--- src/rtl/regfile_wb_sched.sv ---
// Write-back scheduler: queues up to two register writes per beat and drains one per cycle into a
// single-write-port register file. Optional same-cycle forwarding is enabled by REGFILE_WB_SCHED_BYPASS_EN.
module regfile_wb_sched #(
  parameter int         DEPTH = 4,
  parameter logic [3:0] RNONE = 4'hF
) (
  input  logic                       clk_i,
  input  logic                       rst_n_i,
  input  logic                       wb_valid_i,
  output logic                       wb_ready_o,
  input  logic [3:0]                 dstE_i,
  input  logic [63:0]                valE_i,
  input  logic [3:0]                 dstM_i,
  input  logic [63:0]                valM_i,
  output logic                       rf_we_o,
  output logic [3:0]                 rf_waddr_o,
  output logic [63:0]                rf_wdata_o,
  input  logic [3:0]                 srcA_i,
  input  logic [3:0]                 srcB_i,
  output logic                       hazA_o,
  output logic                       hazB_o,
  output logic                       fwdA_o,
  output logic [63:0]                fwdA_data_o,
  output logic                       fwdB_o,
  output logic [63:0]                fwdB_data_o,
  output logic [$clog2(DEPTH):0]     count_o
);
  localparam int PW = $clog2(DEPTH);
  localparam int CW = PW + 1;

  // Handshake: a beat transfers on a rising edge where wb_valid_i and wb_ready_o are both 1;
  // wb_ready_o depends only on the registered occupancy, never on wb_valid_i.

  logic [3:0]    addr_q [DEPTH];
  logic [63:0]   data_q [DEPTH];
  logic [PW-1:0] head, tail, m_idx;
  logic [CW-1:0] count;
  logic          accept, e_en, m_en, deq;
  logic [1:0]    enq_n;

  assign wb_ready_o = (count <= CW'(DEPTH - 2));
  assign accept     = wb_valid_i & wb_ready_o;
  // E is dropped when M targets the same register: the M value is the architectural result.
  assign e_en       = (dstE_i != RNONE) && (dstE_i != dstM_i);
  assign m_en       = (dstM_i != RNONE);
  assign enq_n      = {1'b0, e_en} + {1'b0, m_en};
  assign m_idx      = tail + PW'(e_en);
  assign deq        = (count != '0);
  assign count_o    = count;

  always_ff @(posedge clk_i) begin
    if (!rst_n_i) begin
      head  <= '0;
      tail  <= '0;
      count <= '0;
    end else begin
      if (deq) head <= head + PW'(1);
      if (accept) tail <= tail + PW'(enq_n);
      count <= count + (accept ? CW'(enq_n) : CW'(0)) - CW'(deq);
    end
  end

  // Payload storage carries no reset; occupancy alone defines which slots are live.
  always_ff @(posedge clk_i) begin
    if (rst_n_i && accept) begin
      if (e_en) begin
        addr_q[tail] <= dstE_i;
        data_q[tail] <= valE_i;
      end
      if (m_en) begin
        addr_q[m_idx] <= dstM_i;
        data_q[m_idx] <= valM_i;
      end
    end
  end

  assign rf_we_o    = deq;
  assign rf_waddr_o = deq ? addr_q[head] : 4'd0;
  assign rf_wdata_o = deq ? data_q[head] : 64'd0;

  logic          hit_a, hit_b;
  logic [PW-1:0] idx;
`ifdef REGFILE_WB_SCHED_BYPASS_EN
  logic [63:0]   yng_a, yng_b;
`endif

  // Scan oldest to youngest so the last match seen is the value nearest the tail.
  always_comb begin
    hit_a = 1'b0;
    hit_b = 1'b0;
    idx   = '0;
`ifdef REGFILE_WB_SCHED_BYPASS_EN
    yng_a = '0;
    yng_b = '0;
`endif
    for (int k = 0; k < DEPTH; k++) begin
      idx = head + PW'(k);
      if (CW'(k) < count) begin
        if ((srcA_i != RNONE) && (addr_q[idx] == srcA_i)) begin
          hit_a = 1'b1;
`ifdef REGFILE_WB_SCHED_BYPASS_EN
          yng_a = data_q[idx];
`endif
        end
        if ((srcB_i != RNONE) && (addr_q[idx] == srcB_i)) begin
          hit_b = 1'b1;
`ifdef REGFILE_WB_SCHED_BYPASS_EN
          yng_b = data_q[idx];
`endif
        end
      end
    end
  end

`ifdef REGFILE_WB_SCHED_BYPASS_EN
  assign hazA_o      = 1'b0;
  assign hazB_o      = 1'b0;
  assign fwdA_o      = hit_a;
  assign fwdB_o      = hit_b;
  assign fwdA_data_o = yng_a;
  assign fwdB_data_o = yng_b;
`else
  assign hazA_o      = hit_a;
  assign hazB_o      = hit_b;
  assign fwdA_o      = 1'b0;
  assign fwdB_o      = 1'b0;
  assign fwdA_data_o = 64'd0;
  assign fwdB_data_o = 64'd0;
`endif

endmodule

--- config.mk ---
export PLATFORM = sky130hd
export DESIGN_NAME = regfile_wb_sched
export DESIGN_NICKNAME = d
export VERILOG_FILES = /design/src/rtl/regfile_wb_sched.sv
export SDC_FILE = /design/constraint.sdc
export NUM_CORES = 1
export LEC_CHECK = 0
export BUFFER_PORTS_ARGS = -buffer_cell sky130_fd_sc_hd__buf_2
export CAP_MARGIN = 20
export CELL_PAD_IN_SITES_DETAIL_PLACEMENT = 1
export CELL_PAD_IN_SITES_GLOBAL_PLACEMENT = 1
export CORE_ASPECT_RATIO = 1.1
export CORE_UTILIZATION = 40
export DETAILED_ROUTE_END_ITERATION = 8
export PLACE_DENSITY_LB_ADDON = 0.1
export SYNTH_ARGS = -nofsm -noshare
export SYNTH_HDL_FRONTEND = slang
export SYNTH_SLANG_ARGS = --single-unit
export TNS_END_PERCENT = 30
--- constraint.sdc ---
create_clock -name clk_i -period 11.9 [get_ports clk_i]
set_input_delay 2.38 -clock clk_i [delete_from_list [all_inputs] [get_ports clk_i]]
set_output_delay 2.38 -clock clk_i [all_outputs]
set_load 0.01 [all_outputs]
==> impl_metrics.json <==
{
  "grt_max_degree": 49,
  "viasPerCell": 5.06,
  "clock_path_buffers": 3,
  "reg2regPathDepth": 6,
  "finalSetupViolations": 0,
  "initial_core_util_pct": 40.5,
  "fin_cells": 1752,
  "cts_hold_buf": 0,
  "pwr-share-comb_pct": 36.7,
  "syn_area_per_cell_um2": 15.8,
  "synth.area.top_cells": "edfxtp_1 51%, mux2_2 17%, mux4_2 11%",
  "hold_viol_final": 0,
  "antenna_found_initial": 17,
  "ys.flop_type": "edfxtp_1",
  "critPathArrivalTime_ns": 6.12,
  "maxCapViolCount": 0,
  "die_x_um": 192,
  "crit_path_end_kind": "flop",
  "wire_per_inst_um": 22.2,
  "fmax_mhz": 172,
  "core_mm2": 0.0392,
  "grt_pass1_wl_um": 58400,
  "maxSlewViolCount": 0,
  "numCtsBuffers": 31,
  "cts_tree": "done",
  "rsz0062_at_grt": "false",
  "yosys_register_bits": 281,
  "die_y_um": 211,
  "pwr-share-seq_pct": 38.4,
  "yosysUniqueCellTypes": 44,
  "layout_setup_ws_ns": 6.09,
  "dr.pass1.iters": 4,
  "io_buffers": 221,
  "critPathRequiredTime_ns": 12.20,
  "slew_headroom_pct": 36.5,
  "drc": 0,
  "critical_path_class": "primary input to flop",
  "clock-sinks": 281,
  "cpPeakStageDelay_ns": 0.83,
  "critPathSlowestCell": "buf_4",
  "ir_drop_uv": 184,
  "crit_path_cell_trace": "buf_2 > xor2_1 > nor4_1 > nor2_1 > ha_1 > inv_1 > or2_4 > nor2_4 > buf_4 > mux2_2",
  "cts_max_level": 1,
  "synth_edf_count": 272,
  "place_congestion": 0.785,
  "drtAntennaViolNets": 0,
  "num-nets-final": 1368,
  "sw_frac_of_total_pct": 32.9,
  "fin_worst_skew_ns": 0.00960,
  "p_sw_uw": 1150,
  "fin_crit_sh_pct": 48.8,
  "cp-start-kind": "primary input",
  "finalCriticalPeriod_ns": 5.81,
  "vias": 8858,
  "ys_seq_area_share_pct": 52.6,
  "drtIter0Drc": 559,
  "path_buf_inv": 3,
  "pwr-share-clk_pct": 24.8,
  "worst_pin_slew_ns": 0.953,
  "root_buffer": "clkbuf_16",
  "ys_warn_count": 0,
  "powerDensity_mw_per_mm2": 196,
  "final_cell_mix": "272 x edfxtp_1, 243 x mux2_2, 221 x buf_2",
  "cts_setup_buffers": 0,
  "power_uw": 3500,
  "finalSetupTns_ns": 0,
  "synth_top_area_cell": "edfxtp_1",
  "min_path_cells": 2,
  "overflow": 0,
  "drive_gt1_share_pct": 50.1,
  "final_common_cell": "edfxtp_1",
  "clk_latency_ns": 0.56,
  "place_inst": 1688,
  "io_pins": 352,
  "fill_cells": 3955,
  "p_leak_uw": 0.00638,
  "path_max_fanout": 47,
  "syn_area_mm2": 0.0159,
  "async_reset_ff_share_pct": 0,
  "grt_pass1_vias": 9594,
  "status": "complete, no violations",
  "hpwl_um": 23900,
  "netlist_instances": 1008,
  "routed_wl_um": 38800,
  "yosysTopAreaCellShare_pct": 51.4,
  "intPower_uw": 2350,
  "syn2layout_area_growth_pct": 12.6,
  "dieArea_mm2": 0.0405,
  "path_depth": 10,
  "hold_path.class": "flop to flop",
  "cts.clk_slew.worst_paths_ns": 0.06,
  "post_cts_resized": 0,
  "path_delay_family": "simple AND/OR/NAND/NOR gates",
  "dp_slack_ns": 5.50,
  "rows": 76,
  "grt_use_total_pct": 19.4
}
## cell usage after synthesis (10+ instances only)
| cell type | instances |
|---|---|
| nand3_1 | 10 |
| clkbuf_1 | 18 |
| buf_2 | 25 |
| mux2_2 | 243 |
| and2_1 | 72 |
| edfxtp_1 | 272 |
| mux4_2 | 80 |
| xor2_1 | 12 |
| mux2_1 | 20 |
| xnor2_1 | 28 |
| buf_4 | 142 |
## stage by stage
step,utilization [%],instance area (um^2),hold WS (ns)
floorplan,-,16400,0.602
global placement,43.3,17000,0.697
detailed placement,43.3,17000,0.697
CTS,45.6,17900,0.719
global route,45.6,17900,0.772
finish,45.6,17900,0.718
## power groups by stage
stage                     sequential [uW]  combinational (uW)  clock (uW)
final                                1340                1280         869
after floorplan                      1280                 964           0
after detailed placement             1370                1320           0
after global routing                 1370                1400         927
after global placement               1370                1310           0
after CTS                            1350                1320         889
## kinds of logic after synthesis
group,synth area share [%]
DFF,52.6
buffers and inverters,8.55
muxes,31.0
adders and majority gates,0.599
and+or+nand+nor,4.51
xor gates and xnor gates,2.21
AOI/OAI and AO/OA,0.575
other,0.0236
## state kept, by name, indices dropped and copies added, names as in the netlist, named ones only
| register | cells |
|---|---|
| head | 2 |
| data_q | 256 |
| addr_q | 16 |
| tail | 2 |
| count_o | 3 |
## path summary, 6_finish.rpt
| check | start | endpoint | slack (ns) |
|---|---|---|---|
| worst max register to register | count_o[2]$_SDFF_PN0_ | data_q[3][37]$_DFFE_PP_ | 8.35 |
| worst min register to register | count_o[0]$_SDFF_PN0_ | count_o[0]$_SDFF_PN0_ | 0.72 |
| worst min-delay path | count_o[0]$_SDFF_PN0_ | count_o[0]$_SDFF_PN0_ | 0.72 |
| worst max-delay path | dstM_i[0] | data_q[3][37]$_DFFE_PP_ | 6.09 |
## per-layer routing
layer  vias up  GRT usage [%]  wire length (um)
met5         -              0                74
met4        12           4.43               610
met3        53           4.72              2530
met2       287           33.8             19500
met1      4482           24.3             16100
li1       4024              -                 -
## area by class of cell
type	count	area, um^2	share of cell area (%)
diodes	11	27.5	0.154
clock buffers	39	806	4.51
clock inverters	14	82.6	0.462
inverters	7	26.3	0.147
multi-input cells	656	6720	37.6
flip-flops and latches	281	8360	46.7
well taps	507	634	3.55
repair buffers	237	1230	6.86
## tightest hold or removal path: cells and delay by family (launching register included)
family	cells	cell delay, ns
DFF	1	0.42
adders and majority gates	1	0.16
and+or+nand+nor	1	0.11
Power figures use the tool's default switching activity.
